--- config.mk ---
export PLATFORM = sky130hd
export DESIGN_NAME = clk_div_multi
export DESIGN_NICKNAME = d
export VERILOG_FILES = /design/src/rtl/clk_div_multi.sv
export SDC_FILE = /design/constraint.sdc
export NUM_CORES = 1
export LEC_CHECK = 0
export CAP_MARGIN = 20
export CORE_UTILIZATION = 62
export CTS_CLUSTER_DIAMETER = 120
export DETAILED_ROUTE_END_ITERATION = 16
export PLACE_DENSITY = 0.8
export SYNTH_ARGS = -nofsm -noshare
export SYNTH_HDL_FRONTEND = slang
export SYNTH_SLANG_ARGS = --single-unit
--- constraint.sdc ---
create_clock -name clk_in -period 4.8 [get_ports clk_in]
set_clock_uncertainty 0.15 [all_clocks]
set_input_delay 0.48 -clock clk_in [delete_from_list [all_inputs] [get_ports clk_in]]
set_output_delay 0.48 -clock clk_in [all_outputs]
set_load 0.005 [all_outputs]
--- src/rtl/clk_div_multi.sv ---
// -----------------------------------------------------------------------------
// clk_div_multi
//
// Multi-channel programmable clock divider. Each channel derives a divided
// clock (used as an enable for PWM, sampling and serial timebases) from
// clk_in, with a runtime-programmable period and high time, a run enable and
// a one-cycle period-start tick.
//
// Configuration writes land in per-channel shadow registers and are moved
// into the active registers only on the last cycle of a period, or at once
// while the channel is disabled. A ratio change therefore never produces a
// runt pulse: every period runs entirely with one set of values.
//
// Parameters
//   CHANNELS  number of divider channels (1..16)
//   CNT_W     width of counters and configuration values
//   DEF_DIV   reset period of every channel, in clk_in cycles
//   DEF_HIGH  reset high time of every channel, in clk_in cycles
//   SEL_W     width of cfg_sel (2**SEL_W >= CHANNELS)
//
// Ports
//   clk_in    in   system clock, all logic on the rising edge
//   rst_n     in   asynchronous active-low reset
//   en        in   per-channel run enable, level-sensitive
//   cfg_we    in   one-cycle configuration write strobe
//   cfg_sel   in   channel addressed by the write
//   cfg_div   in   requested period (0 and 1 are stored as 2)
//   cfg_high  in   requested high time (0 = constant low, >= period = high)
//   clk_out   out  registered divided clocks
//   tick      out  registered one-cycle pulse at each period start
//   pending   out  shadow written but not yet applied
// -----------------------------------------------------------------------------
module clk_div_multi #(
    parameter int CHANNELS = 4,
    parameter int CNT_W    = 16,
    parameter int DEF_DIV  = 10,
    parameter int DEF_HIGH = 5,
    parameter int SEL_W    = 2
) (
    input  logic                clk_in,
    input  logic                rst_n,
    input  logic [CHANNELS-1:0] en,
    input  logic                cfg_we,
    input  logic [SEL_W-1:0]    cfg_sel,
    input  logic [CNT_W-1:0]    cfg_div,
    input  logic [CNT_W-1:0]    cfg_high,
    output logic [CHANNELS-1:0] clk_out,
    output logic [CHANNELS-1:0] tick,
    output logic [CHANNELS-1:0] pending
);

    localparam logic [CNT_W-1:0] DIV_RST  = CNT_W'(DEF_DIV);
    localparam logic [CNT_W-1:0] HIGH_RST = CNT_W'(DEF_HIGH);
    localparam logic [CNT_W-1:0] ONE      = CNT_W'(1);
    localparam logic [CNT_W-1:0] MIN_DIV  = CNT_W'(2);
    localparam logic [SEL_W:0]   SEL_LIM  = (SEL_W + 1)'(CHANNELS);

    // Writes addressed beyond the last channel are dropped. The extra bit
    // keeps the comparison correct when CHANNELS == 2**SEL_W.
    logic             w_sel_ok;
    logic [CNT_W-1:0] w_div_clamped;

    assign w_sel_ok      = ({1'b0, cfg_sel} < SEL_LIM);
    // A period of 0 or 1 cannot hold a high and a low phase, so it becomes 2.
    assign w_div_clamped = (cfg_div < MIN_DIV) ? MIN_DIV : cfg_div;

    for (genvar g = 0; g < CHANNELS; g++) begin : g_ch
        logic [CNT_W-1:0] r_cnt;
        logic [CNT_W-1:0] r_div_a;
        logic [CNT_W-1:0] r_high_a;
        logic [CNT_W-1:0] r_div_s;
        logic [CNT_W-1:0] r_high_s;
        logic             r_pend;
        logic             r_clk;
        logic             r_tick;

        logic             w_wr;
        logic             w_last;
        logic             w_apply;

        assign w_wr    = cfg_we && w_sel_ok && (cfg_sel == SEL_W'(g));
        // div_a is never below 2, so div_a-1 cannot wrap.
        assign w_last  = (r_cnt >= r_div_a - ONE);
        // A disabled channel has no period in flight, so the shadow can be
        // taken over immediately.
        assign w_apply = r_pend && (!en[g] || w_last);

        // NOTE: every flop here is a small control register, not a memory, so
        // all of them are reset; the asynchronous reset clears the outputs
        // without waiting for a clock edge.
        always_ff @(posedge clk_in or negedge rst_n) begin
            if (!rst_n) begin
                r_cnt    <= '0;
                r_div_a  <= DIV_RST;
                r_high_a <= HIGH_RST;
                r_div_s  <= DIV_RST;
                r_high_s <= HIGH_RST;
                r_pend   <= 1'b0;
                r_clk    <= 1'b0;
                r_tick   <= 1'b0;
            end else begin
                // NOTE: non-blocking assignments make every decision below use
                // the values from before this edge, which is what gives the
                // "apply takes the old shadow, shadow takes the new write"
                // behaviour when both happen on the same edge.
                if (en[g]) begin
                    // high_a = 0 never matches (constant low); high_a >= div_a
                    // always matches (constant high).
                    r_clk  <= (r_cnt < r_high_a);
                    r_tick <= (r_cnt == '0);
                    r_cnt  <= w_last ? '0 : r_cnt + ONE;
                end else begin
                    r_clk  <= 1'b0;
                    r_tick <= 1'b0;
                    r_cnt  <= '0;
                end

                if (w_apply) begin
                    r_div_a  <= r_div_s;
                    r_high_a <= r_high_s;
                end

                if (w_wr) begin
                    r_div_s  <= w_div_clamped;
                    r_high_s <= cfg_high;
                end

                // A write on the apply edge keeps the flag set so the newer
                // shadow goes out at the following boundary.
                if (w_wr) begin
                    r_pend <= 1'b1;
                end else if (w_apply) begin
                    r_pend <= 1'b0;
                end
            end
        end

        assign clk_out[g] = r_clk;
        assign tick[g]    = r_tick;
        assign pending[g] = r_pend;
    end

endmodule

# After elaboration in Yosys (flattened, before gate mapping)
# Cells that the tools add are included.
# totals
wordCells,102
output_inout_bits,12
in_bits,41
register_bits,332
# op_classes
n_addsub,8
n_reduce_logical,25
n_eq_ne,3
mux,25
order_cmp,9
# ops
operator,count
two-way mux 16 bit,9
adder 16 x 1 -> 16 bit (second input constant),4
greater-or-equal comparator 16 bit,4
logical NOT 16 bit,4
< comparator 16 bit,4
subtractor 16 x 1 -> 16 bit (second input constant),4
< comparator 16 x 2 -> 1 bit (second input constant),1
two-way mux 1 bit,16
logical AND 1 bit,8
nonzero test 2 bit,4
equality test 2 bit (second input constant),2
logical NOT 1 bit,4
logical OR 1 bit,4
equality test 2 x 1 -> 1 bit (second input constant),1
logical NOT 2 bit,1

# Depth between registers and ports, before layout
# Gate-level depths: netlist (run 1).
# logic_depth
word_depth,6
depth_mapped,14
mapped_depth_nobuf,12

# Least setup slack after synthesis (run 1)
# OpenSTA, ideal clock, no wires.
# synth_path
path_type,reg2reg
from,register g_ch[2].r_div_a[2]
to,register g_ch[2].r_div_a[0]
required_ns,4.525
path_stages_with_launch,12
arrival_time_ns,3.300
setup_ns,0.125
n_path_buf,1
slack_ns,1.225
period_less_slack_ns,3.575
cell_sequence,dfrtp_1 nor4_1 nand2_1 or4_1 nor4_1 xnor2_1 ha_1 nand4_1 or3_1 o22ai_1 buf_2 mux2_2
# synth_via
elab_chain_len,4
# synth_lines
element,line_no,rtl
from (decl),69,logic [CNT_W-1:0] r_div_a;
from (signal assigned),119,r_div_a <= r_div_s;
subtractor 16 x 1 -> 16 bit,83,assign w_last = (r_cnt >= r_div_a - ONE);
greater-or-equal comparator 16 bit,83,
logical OR 1 bit,86,assign w_apply = r_pend && (!en[g] || w_last);
logical AND 1 bit,86,
# No other way between the ends.
# A chain may end at the register's enable or synchronous reset.

# Worst setup path in the final report (run 1)
# layout_path
from,register g_ch[1].r_div_a[5]
to,register g_ch[1].r_div_a[11]
# layout_via
elab_chain_len,4
# layout_lines
element,line_no
from (decl),69
from (signal assigned),119
subtractor 16 x 1 -> 16 bit,83
greater-or-equal comparator 16 bit,83
logical OR 1 bit,86
logical AND 1 bit,86
# No other way between the ends.

==> results.json, run 1 <==
{
  "status": "completed",
  "grtUsageMet1_pct": 36.42,
  "worstHoldPathCells": 2,
  "vias": 11090,
  "max-clock-path-buffers": 3,
  "grt-ovfl-total": 0,
  "maxCapViolations": 0,
  "relSlewSlack_pct": 38.85,
  "min_path_type": "flip-flop to flip-flop",
  "r2r-end": "g_ch[1].r_div_a[11]",
  "comb_power_share_pct": 23.2,
  "hold_viol": 0,
  "cts-htree-levels": 2,
  "ys_ff_latch": 332,
  "cts_tree": "yes",
  "io_buffers": 52,
  "mappedNetlistNets": 1610,
  "synth_seq_area_share_pct": 48.89,
  "rsz0062_at_grt": "false",
  "routabilityCongestion": 0.8733,
  "synth_top_family_by_area": "multiplexers",
  "fin_setup_tns_ns": 0,
  "worstMarginPinSlew_ns": 0.9161,
  "synth_edf_count": 0,
  "post-route-min-period_ns": 3.970,
  "synth-simple-area-share_pct": 9.738,
  "area_growth_pct": 12.26,
  "busiest_layer": "met2",
  "switchingPower_uw": 2556,
  "internal_power_uw": 6296,
  "crit_slowest_cell": "or4_1",
  "finalCritPeriodShare_pct": 82.71,
  "n_antenna_cell": 0,
  "dr.pass1.iters": 6,
  "grt_pass1_wl_um": 61210,
  "power_density_nw_per_um2": 461.8,
  "ioPinCount": 53,
  "max_freq_mhz": 251.9,
  "clockRootBuffer": "clkbuf_16",
  "drive_gt1_share_pct": 23.83,
  "reg2reg_depth": 11,
  "cts_made_buffers": 35,
  "synthCells": 1433,
  "track_usage_pct": 27.91,
  "wl_per_cell_um": 19.98,
  "crit_type": "flip-flop to flip-flop",
  "seq_power_share_pct": 45.5,
  "drc": 0,
  "p_leak_uw": 0.008678,
  "postRouteWirelength_um": 37240,
  "fin_nets": 1674,
  "cp-start-kind": "flip-flop",
  "avgSynthCellArea_um2": 11.92,
  "clk_pin_slew_ns": 0.06,
  "cts_resized": 0,
  "cts_sinks": 332,
  "antenna_found_initial": 1,
  "min_to": "g_ch[3].r_div_s[1]",
  "drt_first_iter_violations": 673,
  "dp.cells": 1800,
  "post_cts_buffers": 0,
  "final_common_cell": "dfrtp_1",
  "async_reset_ff_share_pct": 100.0,
  "postCtsHoldBufs": 1,
  "yosysWarnings": 0,
  "power_switching_share_pct": 28.87,
  "synth_compound_area_share_pct": 4.975,
  "worstPathRequired_ns": 5.04,
  "use_met2_pct": 47.50,
  "dp_hpwl_um": 25530,
  "crit_path_max_incr_delay_ns": 0.60,
  "worstPathArrival_ns": 4.21,
  "fp.dieArea_um2": 28210,
  "cp_max_fo": 24,
  "fin_util_pct": 71.12,
  "r2r_slack_ns": 0.83,
  "synthXorXnorAreaFrac_pct": 5.694,
  "clockPowerShare_pct": 31.3,
  "synth_ff_type": "dfrtp_1",
  "slew_viol_final": 0,
  "hp-start": "g_ch[3].r_div_s[1]",
  "crit_path_cell_trace": "or4_1 -> nor3_1 -> and3_1 -> nor3b_1 -> xnor2_1 -> ha_1 -> nand4_1 -> or3_1 -> o22ai_2 -> buf_12 -> mux2_2",
  "instances_no_fill": 1864,
  "start_util_pct": 63.36,
  "clk_latency_ns": 0.51,
  "grt_max_degree": 107,
  "worst_hold_slack_ns": 0.3298,
  "critPathCaptureType": "flip-flop",
  "rows": 60,
  "synth_area_um2": 17080,
  "ys_types": 50,
  "setup_viol": 0,
  "grt.met3_usage_pct": 3.220,
  "worstReg2RegStart": "g_ch[1].r_div_a[5]",
  "final_cell_mix": "dfrtp_1, mux2_2, ha_1",
  "grt_pass1_vias": 11630,
  "fp.dieH_um": 168.0,
  "irDropWorstVdd_v": 0.0003617,
  "chipWidth_um": 168.0,
  "ant_nets": 0,
  "via_per_inst": 5.950,
  "synth_fa_ha_area_share_pct": 9.966,
  "synthMuxAreaShare_pct": 16.99,
  "core-area_um2": 26950
}
-- power by group through the flow --
stage	clock (µW)	sequential (µW)	combinational, µW
floorplan	0	3890	1580
finish	2770	4030	2060
detailed placement	0	4060	2040
global placement	0	4020	1920
global route	2920	4120	2310
CTS	2820	4030	2080
-- routing by layer --
| metal | part of all wire (%) | routed length, µm |
|---|---|---|
| met5 | 0 | 0 |
| met4 | 3.9 | 1438 |
| met3 | 3.2 | 1205 |
| met2 | 49 | 18150 |
| met1 | 44 | 16440 |
-- sequential cells by signal, summed over array words and instances (netlist names) --
| name | count |
|---|---|
| g_ch.r_pend | 4 |
| g_ch.r_cnt | 64 |
| g_ch.r_div_a | 64 |
| g_ch.r_tick | 4 |
| g_ch.r_clk | 4 |
| g_ch.r_high_s | 64 |
| g_ch.r_div_s | 64 |
| g_ch.r_high_a | 64 |
-- worst max-delay path by stage --
| stage | endpoint | cells past startpoint | start | slack (ns) |
|---|---|---|---|---|
| 2_1_floorplan | g_ch[2].r_div_a[0] | 11 | g_ch[2].r_div_a[2] | 1.23 |
| 6_report | g_ch[1].r_div_a[11] | 11 | g_ch[1].r_div_a[5] | 0.83 |
| 4_1_cts | g_ch[1].r_high_a[14] | 11 | g_ch[1].r_div_a[5] | 0.80 |
| 5_1_grt | g_ch[0].r_high_a[3] | 11 | g_ch[0].r_div_a[5] | 0.56 |
| 3_3_place_gp | g_ch[1].r_div_a[6] | 11 | g_ch[1].r_div_a[5] | 0.94 |
| 3_5_place_dp | g_ch[1].r_div_a[4] | 11 | g_ch[1].r_div_a[5] | 0.84 |
-- metrics by stage --
stage               setup slack [ns]  instance area [µm²]  power (µW)
global route                  0.5562                19170        9357
finish                        0.8299                19170        8852
CTS                           0.8009                19170        8922
global placement              0.9384                17970        5937
floorplan                      1.225                17080        5466
detailed placement            0.8446                17970        6104
-- worst max-delay path, delay by kind of cell (launching register included) --
family	cells	cell delay, ns
AO/OA/AOI/OAI	1	0.44
buffers and inverters	1	0.26
multiplexers	1	0.36
adder cells (fa/ha/maj)	1	0.30
AND/OR/NAND/NOR	6	1.80
XOR/XNOR	1	0.10
flip-flops	1	0.43
-- logic make-up after synthesis --
group,count (synthesis)
fa+ha+maj,136
simple gates,330
buf+inv,149
compound gates,127
flops,332
mux,248
xor+xnor,111
-- final cells by class --
type	instances	area, µm²
sequential	332	8348
multi-input combinational	952	8125
fill	1899	7782
clock buffer	54	1060
timing repair buffer	68	673.1
tap	341	426.7
inverter	108	405.4
clock inverter	9	130.1
-- cells in the mapped netlist (11+ instances only) --
cell type / n / share of area, %
nand4_1: 29 / 1.1
a21o_1: 17 / 0.75
ha_1: 136 / 10
dfstp_2: 32 / 4.9
a21oi_1: 33 / 0.97
nor3_1: 23 / 0.67
buf_4: 12 / 0.53
xnor2_1: 62 / 3.2
buf_2: 11 / 0.32
mux2_4: 29 / 2.6
xor2_1: 49 / 2.5
dfrtp_1: 300 / 44
nor4_1: 29 / 1.1
o21ai_0: 27 / 0.79
clkbuf_1: 15 / 0.33
nand3_1: 18 / 0.53
nor2_1: 105 / 2.3
inv_1: 108 / 2.4
mux2_2: 218 / 14
nand2_1: 64 / 1.4
Power figures use the tool's default switching activity.
==> run 2: changes to the inputs <==
Clock period 4.8 ns to 4.2 ns, I/O delays scaled along.
==> results.json, run 2 (synthesis gave the netlist of run 1 again) <==
{
  "status": "completed",
  "drc": 0,
  "fp.dieH_um": 168.0,
  "setup_viol": 0,
  "worstReg2RegStart": "g_ch[0].r_div_a[9]",
  "dp_hpwl_um": 25570,
  "ant_nets": 0,
  "seq_power_share_pct": 45.5,
  "seq_area_um2": 8348,
  "wl_met2_um": 18080,
  "hp-start": "g_ch[3].r_div_s[1]",
  "max-clock-path-buffers": 3,
  "cts_tree": "yes",
  "min_path_type": "flip-flop to flip-flop",
  "drt_first_iter_violations": 643,
  "route.met3.wl_um": 1590,
  "p_total_uw": 10110,
  "fp.dieArea_um2": 28210,
  "cts_made_buffers": 35,
  "comb_power_share_pct": 23.5,
  "rows": 60,
  "rsz0062_at_grt": "false",
  "switchingPower_uw": 2940,
  "cts_sinks": 332,
  "reg2reg_depth": 11,
  "core-area_um2": 26950,
  "max_freq_mhz": 256.7,
  "critPathCaptureType": "flip-flop",
  "multi_input_area_um2": 8125,
  "worstPathRequired_ns": 4.44,
  "track_usage_pct": 27.27,
  "grt_pass1_vias": 11490,
  "crit_type": "flip-flop to flip-flop",
  "power_switching_share_pct": 29.07,
  "grt-ovfl-total": 0,
  "fin_ws_ns": 0.3038,
  "crit_path_max_incr_delay_ns": 0.78,
  "start_util_pct": 63.36,
  "grt_max_degree": 124,
  "drive_gt1_share_pct": 24.28,
  "cp-start-kind": "flip-flop",
  "slew_viol_final": 0,
  "n_fill_cell": 1873,
  "worstPathArrival_ns": 4.13,
  "dr.pass1.iters": 5,
  "dp.cells": 1801,
  "worst_path_most_repeated_cell": "nor4_1",
  "crit_path_cell_trace": "nor4_1 -> nand3_1 -> nor4_1 -> xnor2_1 -> ha_1 -> a21o_1 -> nand2_1 -> nand4b_1 -> o31ai_4 -> buf_12 -> mux2_2",
  "chipWidth_um": 168.0,
  "fin_nets": 1675,
  "r2r-end": "g_ch[0].r_high_a[15]",
  "cts-htree-levels": 2,
  "final_common_cell": "dfrtp_1",
  "postRouteWirelength_um": 36820,
  "internal_power_uw": 7173,
  "top_layer": "met4",
  "finalCritPeriodShare_pct": 92.77,
  "ioPinCount": 53,
  "min_to": "g_ch[3].r_div_s[1]",
  "clk_latency_ns": 0.51,
  "area_growth_pct": 12.53,
  "clockRootBuffer": "clkbuf_16",
  "io_buffers": 52,
  "hold_viol": 0,
  "crit_slowest_cell": "o31ai_4",
  "worstHoldPathCells": 2,
  "wl_per_cell_um": 19.74,
  "grt_pass1_wl_um": 59750,
  "relSlewSlack_pct": 34.98,
  "post_cts_buffers": 0,
  "clk_pin_slew_ns": 0.06,
  "r2r_slack_ns": 0.30,
  "pre_cts_ws_ns": 0.2467,
  "maxCapViolations": 0,
  "fin_setup_tns_ns": 0,
  "via_per_inst": 5.917,
  "met1_length_um": 16140,
  "clockPowerShare_pct": 31.1,
  "post-route-min-period_ns": 3.896,
  "p_leak_uw": 0.008703,
  "final_cell_mix": "dfrtp_1, mux2_2, ha_1",
  "cp_max_fo": 21,
  "n_antenna_cell": 0,
  "critical_path_buf_inv_count": 1,
  "power_density_nw_per_um2": 526.3,
  "crit_family": "simple AND/OR/NAND/NOR gates",
  "antenna_found_initial": 0,
  "vias": 11040,
  "routabilityCongestion": 0.8639,
  "irDropWorstVdd_v": 0.0004025,
  "worstMarginPinSlew_ns": 0.9671,
  "instances_no_fill": 1865
}
[run 2: changes by cell type in the layout (fill, tap and decap cells not counted)]
cell        change
clkbuf_1        -6
clkinv_2        +4
buf_12          +3
buf_4           -2
clkbuf_8        +2
clkinv_4        -2
clkinvlp_4      +2
bufinv_16       -1
inv_6           +1
[run 2: power by group through the flow]
stage                     registers, µW  logic, µW  clock network (µW)
after floorplan                    4440       1810                   0
after global placement             4590       2220                   0
after detailed placement           4640       2360                   0
after CTS                          4600       2400                3200
after global routing               4700       2660                3310
final                              4600       2380                3140
[run 2: final cells by class]
class / count / share of cell area, %
Inverter: 108 / 2.110
Clock inverter: 13 / 0.6577
Sequential cell: 332 / 43.45
Timing Repair Buffer: 69 / 3.738
Tap cell: 341 / 2.220
Clock buffer: 50 / 5.541
Multi-Input combinational cell: 952 / 42.29
[run 2: how the worst max path moves through the flow]
| stage | end | slack, ns | cells after the start | startpoint |
|---|---|---|---|---|
| 2_1_floorplan | g_ch[2].r_div_a[0] | 0.63 | 11 | g_ch[2].r_div_a[2] |
| 3_3_place_gp | g_ch[0].r_high_a[15] | 0.44 | 11 | g_ch[0].r_div_a[9] |
| 3_5_place_dp | g_ch[0].r_high_a[15] | 0.25 | 11 | g_ch[0].r_div_a[9] |
| 4_1_cts | g_ch[0].r_high_a[15] | 0.21 | 11 | g_ch[0].r_div_a[9] |
| 5_1_grt | g_ch[0].r_high_a[15] | 0.02 | 11 | g_ch[0].r_div_a[9] |
| 6_report | g_ch[0].r_high_a[15] | 0.30 | 11 | g_ch[0].r_div_a[9] |
[run 2: metrics by stage]
stage	utilization, %	area (µm²)	hold WS, ns
6_report	71.30	19210	0.3321
2_1_floorplan	-	17080	-0.02559
5_1_grt	71.30	19210	0.3453
3_5_place_dp	66.84	18010	0.3250
4_1_cts	71.30	19210	0.3335
3_3_place_gp	66.84	18010	0.3100
[run 2: tightest hold or removal path, cell delays in order, from the launching register on]
cell and delay, ns:
dfstp_2 0.37, nand2_1 0.04, o21ai_0 0.07
[run 2: what timing repair did]
item | in CTS | in global routing
endpoints found under the hold margin | 103 | 0
setup endpoints to repair | 0 | 1
gates resized for setup | 0 | 0
hold buffers | 1 | 0
[run 2: metal layers]
| metal | GRT usage, % | vias to the layer above |
|---|---|---|
| met2 | 46.32 | 237 |
| li1 | - | 5196 |
| met3 | 4.302 | 77 |
| met5 | 0 | - |
| met1 | 35.64 | 5525 |
| met4 | 9.493 | 0 |
==> run 3: changes to the inputs <==
Settings changed: ABC_AREA set to 1, ABC_CLOCK_PERIOD_IN_PS set to 4200, CTS_CLUSTER_SIZE set to 20.
==> results.json, run 3 <==
{
  "mappedNetlistNets": 2364,
  "fin_nets": 2370,
  "reg2reg_depth": 16,
  "crit_slowest_cell": "dfrtp_1",
  "grt_pass1_wl_um": 68320,
  "irDropWorstVdd_v": 0.0003433,
  "synth_top_area_share_pct": 41.39,
  "hold_viol": 0,
  "io_buffers": 52,
  "clk_latency_ns": 0.53,
  "critPathCaptureType": "flip-flop",
  "grt_max_degree": 124,
  "cts_resized": 0,
  "r2r-end": "g_ch[0].r_high_a[4]",
  "cts_sinks": 332,
  "clockRootBuffer": "clkbuf_16",
  "crit_type": "flip-flop to flip-flop",
  "clk_pin_slew_ns": 0.09,
  "drt_first_iter_violations": 1267,
  "switchingPower_uw": 2926,
  "synth_top_area_cell": "dfrtp_1",
  "clockPowerShare_pct": 23.3,
  "area_growth_pct": 6.657,
  "fp.dieH_um": 173.0,
  "startpoint": "g_ch[0].r_div_a[5]",
  "synthCells": 2187,
  "antenna_found_initial": 1,
  "wl_per_cell_um": 15.80,
  "crit_path_cell_trace": "nor2_1 -> nand2_1 -> nor3_1 -> nand4_1 -> xnor2_1 -> inv_1 -> ha_1 -> nand2_1 -> inv_2 -> nand3_1 -> nor2_1 -> nand2_2 -> nand2_4 -> nand2_4 -> nand2_1 -> nand2_1",
  "n_antenna_cell": 0,
  "synth.most_common_cell": "nand2_1",
  "dpl_cell_area_um2": 18760,
  "core-area_um2": 28780,
  "cts-htree-levels": 1,
  "netlist_top_cells_count": "nand2_1, dfrtp_1, inv_1",
  "n_fill_cell": 2348,
  "dp_hpwl_um": 29200,
  "min_path_type": "flip-flop to flip-flop",
  "worstReg2RegStart": "g_ch[0].r_div_a[5]",
  "finalCritPeriodShare_pct": 82.40,
  "rsz0062_at_grt": "false",
  "yosysWarnings": 0,
  "vias": 14300,
  "worst_path_most_repeated_cell": "nand2_1",
  "via_per_inst": 5.522,
  "crit_path_max_incr_delay_ns": 0.46,
  "comb_power_share_pct": 27.2,
  "drive_gt1_share_pct": 6.122,
  "synth_seq_area_share_pct": 46.02,
  "fin_util_pct": 67.22,
  "internal_power_uw": 5631,
  "postCtsHoldBufs": 1,
  "setup_viol": 0,
  "final_common_cell": "nand2_1",
  "crit_family": "simple AND/OR/NAND/NOR gates",
  "power_switching_share_pct": 34.19,
  "cts_tree": "yes",
  "power_density_nw_per_um2": 442.3,
  "critical_path_buf_inv_count": 2,
  "cp_num_cells": 16,
  "worst_hold_slack_ns": 0.3130,
  "chipWidth_um": 173.0,
  "fp.dieArea_um2": 29940,
  "ys_types": 45,
  "cp-start-kind": "flip-flop",
  "p_leak_uw": 0.009890,
  "worstMarginPinSlew_ns": 0.9628,
  "ant_nets": 0,
  "post_cts_buffers": 0,
  "status": "completed",
  "synth_edf_count": 0,
  "post-route-min-period_ns": 3.461,
  "ys_ff_latch": 332,
  "postRouteWirelength_um": 40920,
  "routabilityCongestion": 0.8630,
  "r2r_slack_ns": 0.74,
  "endpoint": "g_ch[0].r_high_a[4]",
  "slew_viol_final": 0,
  "drc": 0,
  "track_usage_pct": 28.10,
  "max-clock-path-buffers": 3,
  "post-route-cell-area_um2": 19350,
  "synthTopCellsByArea": "dfrtp_1, nand2_1, ha_1, inv_1, nand3_1",
  "worstPathArrival_ns": 3.74,
  "max_freq_mhz": 289.0,
  "seq_power_share_pct": 49.5,
  "async_reset_ff_share_pct": 100.0,
  "relSlewSlack_pct": 35.81,
  "cts_made_buffers": 20,
  "grt-ovfl-total": 0,
  "cp_max_fo": 34,
  "worstPathRequired_ns": 4.47,
  "fin_setup_tns_ns": 0,
  "maxCapViolations": 0,
  "multi_input_area_um2": 8294,
  "seq_area_um2": 8348,
  "rows": 62,
  "synth_ff_type": "dfrtp_1",
  "ioPinCount": 53,
  "avgSynthCellArea_um2": 8.294,
  "synth_area_um2": 18140,
  "start_util_pct": 63.02,
  "final_cell_mix": "nand2_1, dfrtp_1, inv_1",
  "grt_pass1_vias": 13770,
  "dr.pass1.iters": 5
}
run 3: changes by cell type after synthesis, moves of 26 or more:
cell / before / now
nand2_1: 64 / 599
xnor2_1: 62 / 21
mux2_4: 29 / 0
nand3_1: 18 / 189
nor2_1: 105 / 156
mux2_2: 218 / 0
nor3_2: 0 / 26
o21ai_0: 27 / 124
inv_1: 108 / 259
o21ai_1: 0 / 29
run 3: worst min-delay path by stage:
stage / depth (start not counted) / endpoint / slack (ns) / startpoint
final: 1 / g_ch[0].r_cnt[0] / 0.31 / g_ch[0].r_cnt[0]
after CTS: 1 / g_ch[0].r_cnt[0] / 0.31 / g_ch[0].r_cnt[0]
after global routing: 1 / g_ch[0].r_cnt[0] / 0.33 / g_ch[0].r_cnt[0]
after floorplan: 0 / g_ch[0].r_clk / -0.03 / rst_n
after global placement: 1 / g_ch[0].r_cnt[0] / 0.30 / g_ch[0].r_cnt[0]
after detailed placement: 1 / g_ch[0].r_cnt[0] / 0.30 / g_ch[0].r_cnt[0]
run 3: power groups by stage:
| stage | logic [µW] | clock network, µW | registers (µW) |
|---|---|---|---|
| floorplan | 1780 | 0 | 4150 |
| global placement | 2180 | 0 | 4270 |
| detailed placement | 2320 | 0 | 4280 |
| CTS | 2340 | 2030 | 4230 |
| global route | 2710 | 2150 | 4300 |
| finish | 2330 | 1990 | 4230 |
run 3: cell type report:
cell class / instances / area share, %
clock buffer: 33 / 2.949
clock inverter: 1 / 0.04527
inverter: 268 / 5.200
multi-input combinational: 1506 / 42.87
sequential: 332 / 43.15
tap: 384 / 2.484
timing repair buffer: 65 / 3.298
run 3: cell families after synthesis:
logic type	Yosys count	synth area share [%]
AO/OA/AOI/OAI	231	6.829
adder cells (fa/ha/maj)	136	9.381
buffers and inverters	349	8.250
flip-flops	332	46.02
AND/OR/NAND/NOR	1071	26.23
XOR/XNOR	68	3.283
run 3: metrics by stage:
| stage | power (µW) | setup WS (ns) | instances |
|---|---|---|---|
| after floorplan | 5930 | 1.424 | 2187 |
| after global placement | 6448 | 0.9233 | 2554 |
| after detailed placement | 6601 | 0.7758 | 2554 |
| after CTS | 8601 | 0.7705 | 2589 |
| after global routing | 9159 | 0.3856 | 2589 |
| final | 8556 | 0.7393 | 2589 |
run 3: layer usage:
| layer | global-route usage (%) | routed length, µm | up-vias |
|---|---|---|---|
| li1 | - | - | 7017 |
| met1 | 37.64 | 17690 | 6886 |
| met2 | 47.56 | 20030 | 331 |
| met3 | 4.815 | 2346 | 61 |
| met4 | 6.674 | 770 | 2 |
| met5 | 1.923 | 80 | - |
run 3: worst reg2reg max path: stages (launching register included):
cell	delay, ns
dfrtp_1	0.46
nor2_1	0.15
nand2_1	0.08
nor3_1	0.41
nand4_1	0.21
xnor2_1	0.21
inv_1	0.06
ha_1	0.28
nand2_1	0.06
inv_2	0.06
nand3_1	0.10
nor2_1	0.14
nand2_2	0.12
nand2_4	0.31
nand2_4	0.32
nand2_1	0.17
nand2_1	0.06
